--- config.mk ---
export PLATFORM = sky130hd
export DESIGN_NAME = i2c_phase_timer
export DESIGN_NICKNAME = d
export VERILOG_FILES = /design/src/rtl/i2c_phase_timer.sv
export SDC_FILE = /design/constraint.sdc
export NUM_CORES = 1
export LEC_CHECK = 0
export CAP_MARGIN = 5
export CORE_ASPECT_RATIO = 0.5
export CORE_MARGIN = 5
export CORE_UTILIZATION = 38
export CTS_CLUSTER_DIAMETER = 150
export DETAILED_ROUTE_END_ITERATION = 7
export PLACE_DENSITY = 0.74
export SYNTH_ARGS = -nofsm -noshare
export SYNTH_HDL_FRONTEND = slang
export SYNTH_SLANG_ARGS = --single-unit
--- constraint.sdc ---
create_clock -name Clk -period 1.9 [get_ports Clk]
set_input_delay 0.19 -clock Clk [delete_from_list [all_inputs] [get_ports Clk]]
set_output_delay 0.19 -clock Clk [all_outputs]
set_load 0.01 [all_outputs]
--- src/rtl/i2c_phase_timer.sv ---
// Quarter-bit phase timer for an I2C master: drives SCL, honours slave clock
// stretching and counts bits per frame. Optional macro: I2C_PHASE_TIMER_STRETCH_TIMEOUT_EN.
module i2c_phase_timer #(
    parameter int SIZE   = 8,
    parameter int NBITS  = 9,
    parameter int CNTW   = 4,
    parameter int TOUT_W = 16
) (
    input  logic              Clk,
    input  logic              Rst_n,
    input  logic [SIZE-1:0]   Ticks,
    input  logic              Start,
    input  logic              Stop,
    input  logic              Scl_i,
    input  logic [TOUT_W-1:0] Tout,
    output logic              Scl_o,
    output logic [1:0]        Phase,
    output logic              PhaseTick,
    output logic              BitEnd,
    output logic              FrameDone,
    output logic [CNTW-1:0]   BitCnt,
    output logic [SIZE-1:0]   Count,
    output logic              Busy,
    output logic              Stretching,
    output logic              Timeout
);

    typedef enum logic [1:0] {IDLE, LOAD, RUN} state_t;

    state_t          state;
    logic [SIZE-1:0] count;
    logic [1:0]      phase;
    logic [1:0]      next_phase;
    logic [CNTW-1:0] bit_cnt;
    logic            scl_q;
    logic            phase_tick;
    logic            bit_end;
    logic            frame_done;
    logic            busy;
    logic            halted;
    logic            stretch_cond;
    logic            stretch_now;
    logic            enabled;

`ifdef I2C_PHASE_TIMER_STRETCH_TIMEOUT_EN
    logic [TOUT_W-1:0] tout_cnt;
    logic [TOUT_W:0]   tout_next;
    logic              timeout_q;

    assign tout_next = {1'b0, tout_cnt} + (TOUT_W+1)'(1);
    assign halted    = timeout_q;
    assign Timeout   = timeout_q;

    // Stretch watchdog; once it fires the timer is frozen until the next Start.
    always_ff @(posedge Clk or negedge Rst_n) begin
        if (!Rst_n) begin
            tout_cnt  <= '0;
            timeout_q <= 1'b0;
        end else if (Start) begin
            tout_cnt  <= '0;
            timeout_q <= 1'b0;
        end else if (stretch_now) begin
            if (!tout_next[TOUT_W])
                tout_cnt <= tout_next[TOUT_W-1:0];
            if (Tout != '0 && tout_next == {1'b0, Tout})
                timeout_q <= 1'b1;
        end else begin
            tout_cnt <= '0;
        end
    end
`else
    logic unused_tout;

    assign unused_tout = ^Tout;
    assign halted      = 1'b0;
    assign Timeout     = 1'b0;
`endif

    // A slave holding SCL low while we release it during phase 2 freezes the count.
    assign stretch_cond = (phase == 2'd2) && !Scl_i && scl_q;
    assign stretch_now  = (state == RUN) && !Start && !Stop && !halted && stretch_cond;
    assign enabled      = (state == RUN) && !Start && !Stop && !halted && !stretch_cond;
    assign next_phase   = phase + 2'd1;

    always_ff @(posedge Clk or negedge Rst_n) begin
        if (!Rst_n) begin
            state      <= IDLE;
            count      <= '0;
            phase      <= 2'd0;
            bit_cnt    <= '0;
            scl_q      <= 1'b1;
            phase_tick <= 1'b0;
            bit_end    <= 1'b0;
            frame_done <= 1'b0;
            busy       <= 1'b0;
        end else begin
            phase_tick <= 1'b0;
            bit_end    <= 1'b0;
            frame_done <= 1'b0;
            if (Start) begin
                state   <= LOAD;
                count   <= Ticks;
                phase   <= 2'd0;
                bit_cnt <= '0;
                scl_q   <= 1'b0;
                busy    <= 1'b0;
            end else begin
                case (state)
                    LOAD: begin
                        state <= RUN;
                        busy  <= 1'b1;
                    end
                    RUN: begin
                        if (enabled) begin
                            if (count != '0) begin
                                count <= count - SIZE'(1);
                            end else begin
                                count      <= Ticks;
                                phase      <= next_phase;
                                scl_q      <= next_phase[1];
                                phase_tick <= 1'b1;
                                if (phase == 2'd3) begin
                                    bit_end <= 1'b1;
                                    if (bit_cnt == CNTW'(NBITS-1)) begin
                                        bit_cnt    <= '0;
                                        frame_done <= 1'b1;
                                    end else begin
                                        bit_cnt <= bit_cnt + CNTW'(1);
                                    end
                                end
                            end
                        end
                    end
                    default: ;
                endcase
            end
        end
    end

    assign Scl_o      = scl_q;
    assign Phase      = phase;
    assign PhaseTick  = phase_tick;
    assign BitEnd     = bit_end;
    assign FrameDone  = frame_done;
    assign BitCnt     = bit_cnt;
    assign Count      = count;
    assign Busy       = busy;
    assign Stretching = stretch_now;

endmodule

==> summary.md <==
| Metric | Value |
|---|---|
| Postcts setup bufs | 0 |
| Die area | 0.00450 sq mm |
| Max-cap viol count | 0 |
| Crit path DAT | 1.97 ns |
| Setup crit start kind | flop |
| Main area contributors after synthesis | dfrtp_1 (39%), ha_1 (6.2%), a21oi_1 (3.7%) |
| Per-cell routed wire length | 14.9 microns |
| Core ar. | 0.00303 sq mm |
| Cell taking the most area after synthesis | dfrtp_1 |
| First-pass GRT wire length | 5.40 mm |
| Hold WC Path Type | input pin to asynchronous set/reset pin |
| Critical path required time | 2.08 ns |
| I/O pin count | 50 |
| Max clock buf depth | 2 |
| Vias in the first global route | 1,168 |
| Yosys cell types | 45 |
| Post-synth top area share | 39.1% |
| Unrepaired setup endpoints after global routing | no |
| Final setup violation count | 0 |
| Final #Nets | 214 |
| Num rows | 14 |
| Clock skew | 0.00501 ns |
| Die Wd | 90.0 microns |
| Largest net degree at the start of global routing | 21 |
| Reg2Reg Depth | 3 |
| Seq/Total Area, Yosys | 41.2% |
| Post-route non-filler standard cell count | 218 |
| Clock Sinks | 20 |
| Antenna violations before repair | 0 |
| HPWL Detailed | 2.56 mm |
| DRC | 0 |
| Worst R2R End | Count[7]$_DFFE_PN0P_ |
| Cells after DPL | 214 |
| Fin crit period | 1.79 ns |
| Post-synth top cells | dfrtp_1 (19), nor2_1 (11), inv_1 (10) |
| Worst R2R Start | Count[5]$_DFFE_PN0P_ |
| Slew Viols, Final | 0 |
| Syn Inst Count | 128 |
| DR pass1 iterations | 4 |
| DIE HEIGHT | 50.0 microns |
| ANT cells | 0 |
| Ys async rst share | 100% |
| Most frequent cell after synthesis | dfrtp_1 |
| Initial Util | 40.2% |
| Post-route ant nets | 0 |
| Routed vias/inst | 5.47 |
| CTS tree | done |
| Crit-path max FO | 4 |
| H-tree levels | 1 |
| Hold Fails Final Rpt | 0 |
| Worst VDD drop | 0.000330 V |
| Root buf cell | clkbuf_8 |
| Critical Path Sink Type | flop |
| Drt total wl | 3.25 mm |
| Status | finished clean |
| Drt first-iter violations | 57 |
| Fraction of layout cells with a size suffix above 1 | 16.9% |
| Leak | 0.754 nW |
| Critical path class | flop to flop |
| Total gr overflow | 0 |
| Clock latency on the worst-skew pair | 0.26 ns |
| GP Congestion | 0.913 |
| PwrDens | 592 mW/mm^2 |
| Cell area after synthesis | 0.00122 sq mm |
| Num CTS Buffers | 3 |
| PortBufs | 32 |
| Reg2reg setup slack | 0.11 ns |
| Setup TNS | 0 ns |
| Fin crit share | 94.2% |
| Total power | 1.03 mW |
| Mapped Nets | 163 |
| Avg Inst Size Synth | 9.51 sq um |
| Warnings from Yosys | 0 |
| Max frequency | 559 MHz |
| Post-synth EDFFs | 0 |
| Gr usage total | 14.6% |
| Number of synthesized register bits | 20 |
| Area growth from synthesis to layout | 43.4% |
| Main flop type after synthesis | dfrtp_1 |
| Vias | 1,193 |
| Clock transition at the registers of the reported paths | 0.08 ns |
## metal layers
metal  vias up  GRT usage, %  part of all wire, %
li1        569             -                    -
met1       579          19.3                   46
met2        41          23.9                   47
met3         4          3.95                  5.9
met4         0          3.71                 0.95
met5         -             0                    0
## report_power, final
group          switching (mW)  leakage, nW  internal, mW
registers              0.0297        0.251         0.450
logic                   0.122        0.480         0.143
clock network           0.140       0.0228         0.149
total                   0.291        0.754         0.742
## repair_timing
item / 4_1_cts / 5_1_grt
gates resized for setup: 1 / 4
hold buffers: 0 / 0
endpoints found under the hold margin: 0 / 0
setup endpoints to repair: 1 / 9
gates cloned: 0 / 0
## metrics by stage
step | instance area, sq um | setup WS [ns] | util, % | hold WS [ns]
floorplan | 1220 | 0.00615 | - | -0.106
global placement | 1690 | -0.0365 | 55.7 | 0.486
detailed placement | 1690 | -0.0777 | 55.7 | 0.488
CTS | 1730 | 0.0449 | 57.2 | 0.275
global route | 1750 | 0.0322 | 57.6 | 0.298
finish | 1750 | 0.110 | 57.6 | 0.267
## how the worst max path moves through the flow
| stage | start | end | depth (start not counted) |
|---|---|---|---|
| 2_1_floorplan | Count[0]$_DFFE_PN0P_ | BitCnt[2]$_DFFE_PN0P_ | 6 |
| 6_report | Count[5]$_DFFE_PN0P_ | Count[7]$_DFFE_PN0P_ | 3 |
| 5_1_grt | Phase[0]$_DFFE_PN0P_ | Count[3]$_DFFE_PN0P_ | 8 |
| 3_3_place_gp | Start | Count[7]$_DFFE_PN0P_ | 6 |
| 3_5_place_dp | Start | Count[7]$_DFFE_PN0P_ | 6 |
| 4_1_cts | Count[0]$_DFFE_PN0P_ | Count[0]$_DFFE_PN0P_ | 7 |
## cell usage in the layout, fill, tap and decap left out, drive strengths merged, types with 3 or more instances in the layout
master,count
clkdlybuf4s50,31
dfrtp,19
buf,19
nor2,12
inv,10
a21oi,9
nand2,8
nand3,7
ha,6
o21ai,6
nor3,5
nand4,4
clkbuf,4
nor2b,3
nor3b,3
## state kept, by name, indices dropped and copies added (netlist names)
register	count
Count	8
FrameDone	1
BitEnd	1
BitCnt	4
Scl_o	1
state	2
PhaseTick	1
Phase	2
## cell families after synthesis
logic type	Yosys count	synth area share [%]
AOI/OAI and AO/OA	31	17.5
xor gates and xnor gates	1	0.720
adders and majority gates	6	6.17
buffers and inverters	15	6.47
DFF	20	41.2
muxes	2	1.75
other	1	0.308
and+or+nand+nor	52	25.9
## critical path, stage by stage, from the launching register on
cell and delay [ns]:
dfrtp_1 0.44, or4_4 0.58, or4_1 0.53, a22oi_1 0.16
## layout make-up
type / instances / area (sq um)
timing repair buffer: 51 / 462
tap: 40 / 50.0
clock buffer: 4 / 45.0
sequential: 20 / 502
multi-input combinational: 93 / 649
inverter: 10 / 37.5
fill: 281 / 1280
Note: power is estimated with default switching activity, not from simulation.
